[src/rtl/atm_account_fsm.sv]
// ATM session controller: card check, PIN check with retry lockout, and per-account requests.
// Optional inactivity timeout is enabled by defining ATM_TIMEOUT_EN.
module atm_account_fsm #(
  parameter int unsigned ID_W        = 4,
  parameter int unsigned NUM_ACCTS   = 10,
  parameter int unsigned PIN_DIGITS  = 4,
  parameter int unsigned BAL_W       = 32,
  parameter logic [BAL_W-1:0] INIT_BAL = '0,
  parameter int unsigned MAX_TRIES   = 3,
  parameter int unsigned TIMEOUT_CYC = 1000
) (
  input  logic                    CLK,
  input  logic                    RESET,
  input  logic [ID_W-1:0]         CARD_ID,
  input  logic [4*PIN_DIGITS-1:0] PIN,
  input  logic [1:0]              TRANSACTION,
  input  logic [BAL_W-1:0]        AMOUNT,
  input  logic                    OKAY,
  input  logic                    CANCEL,
  output logic                    SUCCESS,
  output logic [3:0]              STATUS,
  output logic [BAL_W-1:0]        BALANCE
);

  localparam int unsigned PIN_W = 4 * PIN_DIGITS;
  localparam int unsigned TRY_W = (MAX_TRIES > 1) ? $clog2(MAX_TRIES + 1) : 1;
  localparam logic [TRY_W-1:0] MAX_T      = TRY_W'(MAX_TRIES);
  localparam logic [ID_W:0]    NUM_ACCT_W = (ID_W + 1)'(NUM_ACCTS);

  localparam logic [3:0] ST_IDLE = 4'd0, ST_BAD_CARD = 4'd1, ST_ENTER_PIN = 4'd2,
                         ST_BAD_PIN = 4'd3, ST_LOCKED = 4'd4, ST_MENU = 4'd5,
                         ST_DONE = 4'd6, ST_INSUFF = 4'd7, ST_OVERFLOW = 4'd8,
                         ST_BAD_REQ = 4'd9, ST_TIMEOUT = 4'd10;

  typedef enum logic [1:0] {S_IDLE, S_PIN_CHK, S_MENU} state_t;

  state_t             state_q, state_d;
  logic               okay_prev_q;
  logic [ID_W-1:0]    card_q, card_d;
  logic [BAL_W-1:0]   bal_q   [NUM_ACCTS];
  logic [PIN_W-1:0]   pin_q   [NUM_ACCTS];
  logic [TRY_W-1:0]   tries_q [NUM_ACCTS];
  logic [NUM_ACCTS-1:0] lock_q;

  logic               success_q, success_d;
  logic [3:0]         status_q, status_d;
  logic [BAL_W-1:0]   balance_q, balance_d;

  logic               bal_we, pin_we, tries_we, lock_we;
  logic [BAL_W-1:0]   bal_wdata;
  logic [TRY_W-1:0]   tries_wdata;
  logic               okr, timeout;

  logic [BAL_W-1:0]   cur_bal;
  logic [PIN_W-1:0]   cur_pin;
  logic [TRY_W-1:0]   cur_tries, tries_inc;
  logic [BAL_W:0]     dep_sum;

  assign okr       = OKAY & ~okay_prev_q;
  assign cur_bal   = bal_q[card_q];
  assign cur_pin   = pin_q[card_q];
  assign cur_tries = tries_q[card_q];
  assign tries_inc = cur_tries + TRY_W'(1);
  assign dep_sum   = {1'b0, cur_bal} + {1'b0, AMOUNT};

  function automatic logic pin_is_bcd(input logic [PIN_W-1:0] p);
    logic ok;
    ok = 1'b1;
    for (int d = 0; d < int'(PIN_DIGITS); d++)
      if (p[4*d +: 4] > 4'd9) ok = 1'b0;
    return ok;
  endfunction

`ifdef ATM_TIMEOUT_EN
  localparam int unsigned TMR_W = (TIMEOUT_CYC > 1) ? $clog2(TIMEOUT_CYC) : 1;
  localparam logic [TMR_W-1:0] TMR_LOAD = TMR_W'(TIMEOUT_CYC - 1);
  logic [TMR_W-1:0] tmr_q;
  logic             sess_active;

  assign sess_active = (state_q != S_IDLE);
  assign timeout     = sess_active & ~okr & ~CANCEL & (tmr_q == '0);

  // Down-counter reloads on any activity; terminal count of zero ends the session.
  always_ff @(posedge CLK or posedge RESET) begin
    if (RESET)                                            tmr_q <= TMR_LOAD;
    else if (!sess_active || okr || CANCEL || tmr_q == '0) tmr_q <= TMR_LOAD;
    else                                                  tmr_q <= tmr_q - TMR_W'(1);
  end
`else
  assign timeout = 1'b0;
`endif

  always_ff @(posedge CLK or posedge RESET) begin
    if (RESET) begin
      state_q     <= S_IDLE;
      okay_prev_q <= 1'b0;
      card_q      <= '0;
      success_q   <= 1'b0;
      status_q    <= ST_IDLE;
      balance_q   <= '0;
      lock_q      <= '0;
      for (int k = 0; k < int'(NUM_ACCTS); k++) begin
        bal_q[k]   <= INIT_BAL;
        tries_q[k] <= '0;
        for (int d = 0; d < int'(PIN_DIGITS); d++)
          pin_q[k][4*d +: 4] <= 4'(k % 10);
      end
    end else begin
      state_q     <= state_d;
      okay_prev_q <= OKAY;
      card_q      <= card_d;
      success_q   <= success_d;
      status_q    <= status_d;
      balance_q   <= balance_d;
      if (bal_we)   bal_q[card_q]   <= bal_wdata;
      if (pin_we)   pin_q[card_q]   <= PIN;
      if (tries_we) tries_q[card_q] <= tries_wdata;
      if (lock_we)  lock_q[card_q]  <= 1'b1;
    end
  end

  always_comb begin
    state_d     = state_q;
    card_d      = card_q;
    bal_we      = 1'b0;
    bal_wdata   = cur_bal;
    pin_we      = 1'b0;
    tries_we    = 1'b0;
    tries_wdata = cur_tries;
    lock_we     = 1'b0;
    success_d   = success_q;
    status_d    = status_q;
    unique case (state_q)
      S_IDLE: begin
        if (CANCEL) begin
          status_d = ST_IDLE;
        end else if (okr) begin
          success_d = 1'b0;
          if ({1'b0, CARD_ID} >= NUM_ACCT_W) begin
            status_d = ST_BAD_CARD;
          end else if (lock_q[CARD_ID]) begin
            status_d = ST_LOCKED;
          end else begin
            card_d   = CARD_ID;
            state_d  = S_PIN_CHK;
            status_d = ST_ENTER_PIN;
          end
        end
      end
      S_PIN_CHK, S_MENU: begin
        if (CANCEL) begin
          state_d   = S_IDLE;
          status_d  = ST_IDLE;
          success_d = 1'b0;
        end else if (timeout) begin
          state_d   = S_IDLE;
          status_d  = ST_TIMEOUT;
          success_d = 1'b0;
        end else if (okr && state_q == S_PIN_CHK) begin
          tries_we = 1'b1;
          if (PIN == cur_pin) begin
            tries_wdata = '0;
            state_d     = S_MENU;
            status_d    = ST_MENU;
          end else if (tries_inc >= MAX_T) begin
            tries_wdata = MAX_T;
            lock_we     = 1'b1;
            state_d     = S_IDLE;
            status_d    = ST_LOCKED;
          end else begin
            tries_wdata = tries_inc;
            status_d    = ST_BAD_PIN;
          end
        end else if (okr) begin
          success_d = 1'b0;
          unique case (TRANSACTION)
            2'b00: begin
              if (AMOUNT == '0)           status_d = ST_BAD_REQ;
              else if (AMOUNT > cur_bal)  status_d = ST_INSUFF;
              else begin
                bal_we    = 1'b1;
                bal_wdata = cur_bal - AMOUNT;
                success_d = 1'b1;
                status_d  = ST_DONE;
              end
            end
            2'b01: begin
              success_d = 1'b1;
              status_d  = ST_DONE;
            end
            2'b10: begin
              if (dep_sum[BAL_W])         status_d = ST_OVERFLOW;
              else if (AMOUNT == '0)      status_d = ST_BAD_REQ;
              else begin
                bal_we    = 1'b1;
                bal_wdata = dep_sum[BAL_W-1:0];
                success_d = 1'b1;
                status_d  = ST_DONE;
              end
            end
            default: begin
              if (!pin_is_bcd(PIN))       status_d = ST_BAD_REQ;
              else begin
                pin_we    = 1'b1;
                success_d = 1'b1;
                status_d  = ST_DONE;
              end
            end
          endcase
        end
      end
      default: state_d = S_IDLE;
    endcase
  end

  // Balance is only shown while an account is open, and reflects this cycle's update.
  always_comb begin
    balance_d = '0;
    if (state_d == S_MENU) balance_d = bal_we ? bal_wdata : cur_bal;
    SUCCESS = success_q;
    STATUS  = status_q;
    BALANCE = balance_q;
  end

endmodule

[config.mk]
export PLATFORM = sky130hd
export DESIGN_NAME = atm_account_fsm
export DESIGN_NICKNAME = d
export VERILOG_FILES = /design/src/rtl/atm_account_fsm.sv
export SDC_FILE = /design/constraint.sdc
export NUM_CORES = 1
export LEC_CHECK = 0
export BUFFER_PORTS_ARGS = -buffer_cell sky130_fd_sc_hd__buf_4
export CELL_PAD_IN_SITES_DETAIL_PLACEMENT = 1
export CELL_PAD_IN_SITES_GLOBAL_PLACEMENT = 2
export CORE_MARGIN = 1
export CORE_UTILIZATION = 43
export DETAILED_ROUTE_END_ITERATION = 7
export PLACE_DENSITY_LB_ADDON = 0.1
export RECOVER_POWER = 100
export SYNTH_ARGS = -nofsm -noshare
export SYNTH_HDL_FRONTEND = slang
export SYNTH_SLANG_ARGS = --single-unit
[constraint.sdc]
create_clock -name CLK -period 21.5 [get_ports CLK]
set_input_delay 1.075 -clock CLK [delete_from_list [all_inputs] [get_ports CLK]]
set_output_delay 1.075 -clock CLK [all_outputs]
set_load 0.05 [all_outputs]
# --- After elaboration in Yosys (flattened, before gate mapping) ---
# Index checks and enable logic that the tools add are counted.
classes:
  n_addsub: 3
  order_cmp: 12
  n_eq_ne: 12
  mux: 102
  n_bitwise: 7
  n_reduce_logical: 12
ops:
  columns: ["cell", "count"]
  rows:
  - ["$mux 32", 13]
  - ["$bwmux 320", 1]
  - ["$bwmux 160", 1]
  - ["$bmux 32 s4", 1]
  - ["$demux 32 s4", 1]
  - ["$bmux 16 s4", 1]
  - ["$demux 16 s4", 1]
  - ["$pmux 32 s2", 1]
  - ["$mux 16", 3]
  - ["$mux 1", 39]
  - ["$mux 4", 9]
  - ["$add 32x32->33", 1]
  - ["$gt 32x32->1", 1]
  - ["$logic_not 32->1", 1]
  - ["$mux 2", 16]
  - ["$sub 32x32->32", 1]
  - ["$bwmux 20", 1]
  - ["$eq 16x16->1", 1]
  - ["$gt 4x4->1 const B", 4]
  - ["$mux 3", 4]
  - ["$pmux 4 s3", 1]
  - ["$lt 4x5->1 const B", 2]
  - ["$or 10x10->10", 1]
  - ["$reduce_and 5->1", 2]
  - ["28 further kinds", 41]
totals:
  reg_bits: 554
  inputBits: 58
  out_inout_bits: 37
  elab_cells: 185

# --- Depth between registers and ports, before layout ---
depth:
  depth_word: 16
  ltp_mapped: 26
  depth_no_buf: 17

# --- Least setup slack after synthesis ---
# No wires, ideal clock.
synth_timing:
  path_kind: "flip-flop to flip-flop"
  from: "reg card_q[0]"
  to: "reg bal_q[105] (netlist bit)"
  setup_ns: 0.128
  arrival_ns: 5.381
  required_time_ns: 21.372
  setup_slack_ns: 15.991
  stages_incl_launch_ff: 24
  n_path_buf: 10
  period_less_slack_ns: 5.509
  path_cell_list: "dfrtp_1 -> buf_4 -> buf_2 -> buf_4 -> buf_4 -> buf_2 -> buf_2 -> mux4_2 -> mux2i_1 -> o21ai_0 -> ha_1 -> buf_2 -> inv_2 -> and4_1 -> nand3_1 -> or3_1 -> or3_4 -> and3_1 -> buf_2 -> buf_2 -> a221oi_1 -> nor3_1 -> clkbuf_1 -> mux2_1"
synth_via:
  elab_chain_cells: 13
  elab_cells_between_ends: 30
  classes_between: "add/sub: 2; order compare: 3; mux: 23; bitwise: 1; reduce/logical: 1"
synth_lines:
  columns: ["element", "line_no", "rtl"]
  rows:
  - ["start: declaration", "39", "logic [ID_W-1:0] card_q, card_d;"]
  - ["start signal: assignment", "111", "card_q <= card_d;"]
  - ["$not 4->5 (implied by the code) (*)", "60, 115", null]
  - ["$bmux 32 s4", "60", "assign cur_bal = bal_q[card_q];"]
  - ["$mux 32 (implied by the code) (2 in series)", "60", null]
  - ["$add 32x32->33, or another cell as far along", "64", "assign dep_sum = {1'b0, cur_bal} + {1'b0, AMOUNT};"]
  - ["$mux 32 (on tied branches)", "193, 179", null]
  - ["$mux 32 (on tied branches)", "192, 178", null]
  - ["$pmux 32 s2", "176", "unique case (TRANSACTION)"]
  - ["$mux 32", "174", "end else if (okr) begin"]
  - ["$mux 32", "159", "end else if (okr && state_q == S_PIN_CHK) begin"]
  - ["$mux 32", "151", "if (CANCEL) begin"]
  - ["$mux 32", "133", "unique case (state_q)"]
  - ["$bwmux 320", "115", "if (bal_we) bal_q[card_q] <= bal_wdata;"]
  - ["end signal: indexed assignment", "115", null]
  - ["end: declaration", "40", "logic [BAL_W-1:0] bal_q [NUM_ACCTS];"]
# Every way passes the cells marked *; elsewhere a longest branch is shown, timed or not. The select of a mux whose other input is x is not followed.
# A chain may end at the register's enable or synchronous reset.

# --- Worst setup path after layout ---
layout_timing:
  from: "reg card_q[0]"
  to: "reg bal_q[73] (netlist bit)"
# The elaborated chain is that of the path after synthesis.

==> results.yml <==
cells_and_area:
  final_net_count: 2693
  final_layout_size_suffix_gt1_share_pct: 23.4
  fill_cells: 7051
  fin_area_mm2: 0.0323
  areaGrowthSynthToFinish_pct: 11.1
place:
  postPlaceCellArea_mm2: 0.0305
  dp_hpwl_mm: 61.7
  place.gp.congestion: 0.917
  placement.io_buffers: 94
synthesis:
  synth_sequential_area_ratio_pct: 47.9
  synth_edf_count: 0
  synth-async-reset-ratio_pct: 100
  postSynthAreaPerCell_um2: 11.4
  syn-num-nets: 2685
  ys_dominant_reg_cell: "dfrtp_1"
  synth.lib_cells_used.distinct: 77
  postSynthRegisterBits: 554
  yosys_warnings: 0
  synthesis.area_mm2: 0.0291
  synthesis.instances: 2550
critical_path:
  crit_family: "buffers and inverters"
  cpMostUsedCell: "clkbuf_1"
  cpMaxStageDelayCell: "clkbuf_1"
  critical_path.cell_chain: "clkbuf_1 -> mux4_2 -> mux2i_1 -> o21ai_0 -> ha_1 -> inv_1 -> and4_1 -> nand3_1 -> or3_1 -> or3_1 -> nand2_1 -> a2111oi_0 -> clkbuf_1 -> nand2b_2 -> clkbuf_1 -> mux2_2"
  worst-path-max-fanout: 47
  critical_path_buf_inv_count: 4
  critical_path_class: "reg2reg"
  endpoint_kind: "flop"
  timing.critical_path.arrival_ns: 12.36
  required_ns: 22.01
  startpoint_type: "flop"
  slowest_delay_ns: 2.45
min_path:
  hp_class: "reg2reg"
cts:
  tritoncts: "yes"
  cts_inserted_buffers: 61
  cts_htree_levels: 2
  cts.repair.resized: 0
  clk_root_buffer_cell: "clkbuf_16"
  clock_latency_on_the_worst_skew_pair_ns: 0.68
  cts_hold_buffers: 0
  cts.path.max_buffers: 3
  cts.sinks: 554
  clk_pin_slew_worst_paths_ns: 0.07
  post-cts-setup-buffer-count: 0
timing:
  rsz0062_at_grt: "no"
  fin_setup_tns_ns: 0
  maxSlewHeadroom_pct: -273
  hold_violations: 0
  report.final.setup_viol: 0
  finalMaxSlewViolations: 791
  final.hold.worst_slack_ns: 0.465
  ratio_of_final_minimum_period_to_clock_period_pct: 55.1
  max_freq_mhz: 84.4
  period_minus_slack_ns: 11.85
  timing_worst_slew_pin_value_ns: 5.56
  finClkSkew_ns: 0.0572
power_and_ir_drop:
  peakVddDrop_v: 0.0000679
  power_frac_comb_pct: 16.8
  p_per_area_mw_per_mm2: 82.7
  seq_power_share_pct: 40.8
  leakagePower_uw: 0.0148
  p_sw_share_pct: 29.6
  clock_power_share_pct: 42.4
  power.net_switching_uw: 793
  internal_power_uw: 1880
die:
  dieArea_mm2: 0.0687
  initial_utilization_pct: 43.4
  placeableCoreArea_mm2: 0.0670
  placement_rows: 95
  die_h_um: 262
  top_level_ports: 95
  floorplan.die.width_um: 262
job:
  cap_viol_max_count: 17
grt:
  grt_pass1_wl_mm: 144
  overflow: 0
  grt_start_max_net_pins: 199
  vias_in_the_first_global_route: 22600
  antenna_found_initial: 3
  globalRouteTotalUtil_pct: 27.9
routing:
  vias_per_cell: 5.95
  post_route_drc: 0
  detailroute.via_count: 20700
  drt_iter0_drc: 1332
  wl_cell_um: 26.8
  firstDrtPassIters: 5
  drt-total-wl_mm: 93.6
  final_antenna_net_count: 0
status:
  failing_checks: "max-capacitance violations, max-slew violations"
  run_status: "complete, but fails checks"
## per-stage QoR
stage / std cells / setup slack (ns) / total power (uW) / util, %
global placement: 3368 / 13.94 / 1560 / 45.5
floorplan: 2550 / 5.03 / 1410 / -
global route: 3484 / 8.91 / 2770 / 48.2
CTS: 3484 / 13.71 / 2710 / 48.7
detailed placement: 3368 / 13.86 / 1570 / 45.5
finish: 3486 / 9.65 / 2680 / 48.3
## cells in the mapped netlist (all sizes together), types with 6 or more instances
cell type / count / area, um^2
a211oi: 35 / 268
a21o: 17 / 128
a21oi: 104 / 521
a221oi: 13 / 114
a22oi: 37 / 278
a31oi: 7 / 43.8
and2: 17 / 106
and3: 6 / 37.5
buf: 76 / 403
clkbuf: 119 / 447
dfrtp: 494 / 12400
dfstp: 60 / 1580
ha: 75 / 938
inv: 76 / 285
mux2: 351 / 3950
mux2i: 86 / 861
mux4: 86 / 1940
nand2: 230 / 926
nand2b: 17 / 106
nand3: 23 / 120
nand4: 18 / 113
nor2: 112 / 420
nor2b: 14 / 87.6
nor3: 32 / 160
nor4: 13 / 87.6
o211ai: 9 / 67.6
o21a: 17 / 128
o21ai: 225 / 1130
o21bai: 21 / 161
o221ai: 6 / 52.6
o22ai: 25 / 156
o31a: 6 / 52.6
o31ai: 19 / 143
or2: 12 / 75.1
or3: 8 / 55.1
xor2: 17 / 149
## placed cells by master, fill, tap and decap left out, drive strengths merged, types with 23 or more instances in the layout
master  instances
o22ai          25
inv            77
buf            82
a22oi          37
dfrtp         494
dfstp          60
clkbuf        143
nor3           32
mux2          351
o21ai         225
nor2          112
mux2i          86
a21oi         104
nand3          23
ha             75
nand2         230
a211oi         35
mux4           86
## kinds of logic after synthesis
kind of cell	count (synthesis)	share of synthesized area, %
adders and majority gates	77	3.36
AOI/OAI and AO/OA	589	12.8
DFF	554	47.9
muxes	523	23.2
xor gates and xnor gates	20	0.602
buffers and inverters	272	3.91
and+or+nand+nor	515	8.28
## final timing paths
check,startpoint,endpoint,slack (ns),cells past startpoint
max in group asynchronous,RESET,bal_q[46],12.88,4
min,lock_q[8],lock_q[8],0.47,1
min in group asynchronous,RESET,bal_q[271],2.15,2
min reg2reg,lock_q[8],lock_q[8],0.47,1
max,card_q[0],bal_q[73],9.65,16
max reg2reg,card_q[0],bal_q[73],9.65,16
## routing by layer
layer | global-route usage [%] | up-vias | part of all wire, %
met5 | 0 | - | 0.0075
met4 | 6.98 | 2 | 2.4
met3 | 3.45 | 127 | 3.2
met2 | 48.3 | 348 | 50
met1 | 37.1 | 11000 | 44
li1 | - | 9288 | -
## state kept, by name, indices dropped and copies added, names as in the netlist
signal,count
bal_q,320
STATUS,4
pin_q,160
lock_q,10
BALANCE,32
SUCCESS,1
tries_q,20
okay_prev_q,1
card_q,4
state_q,2
## power groups by stage
stage,clock (uW),combinational [uW],sequential (uW)
final,1130,449,1090
after global placement,0,451,1110
after global routing,1200,478,1100
after floorplan,0,313,1090
after detailed placement,0,456,1110
after CTS,1150,457,1090
## cell type report
class	instances	area, um^2	area share, %
clock buffers	85	1730	5.34
diodes	2	5.00	0.0155
multi-input cells	1724	14000	43.1
flip-flops and latches	554	13900	43.1
repair buffers	140	866	2.68
inverters	77	290	0.897
well taps	873	1090	3.38
clock inverters	31	472	1.46
Note: power is estimated with default switching activity, not from simulation.
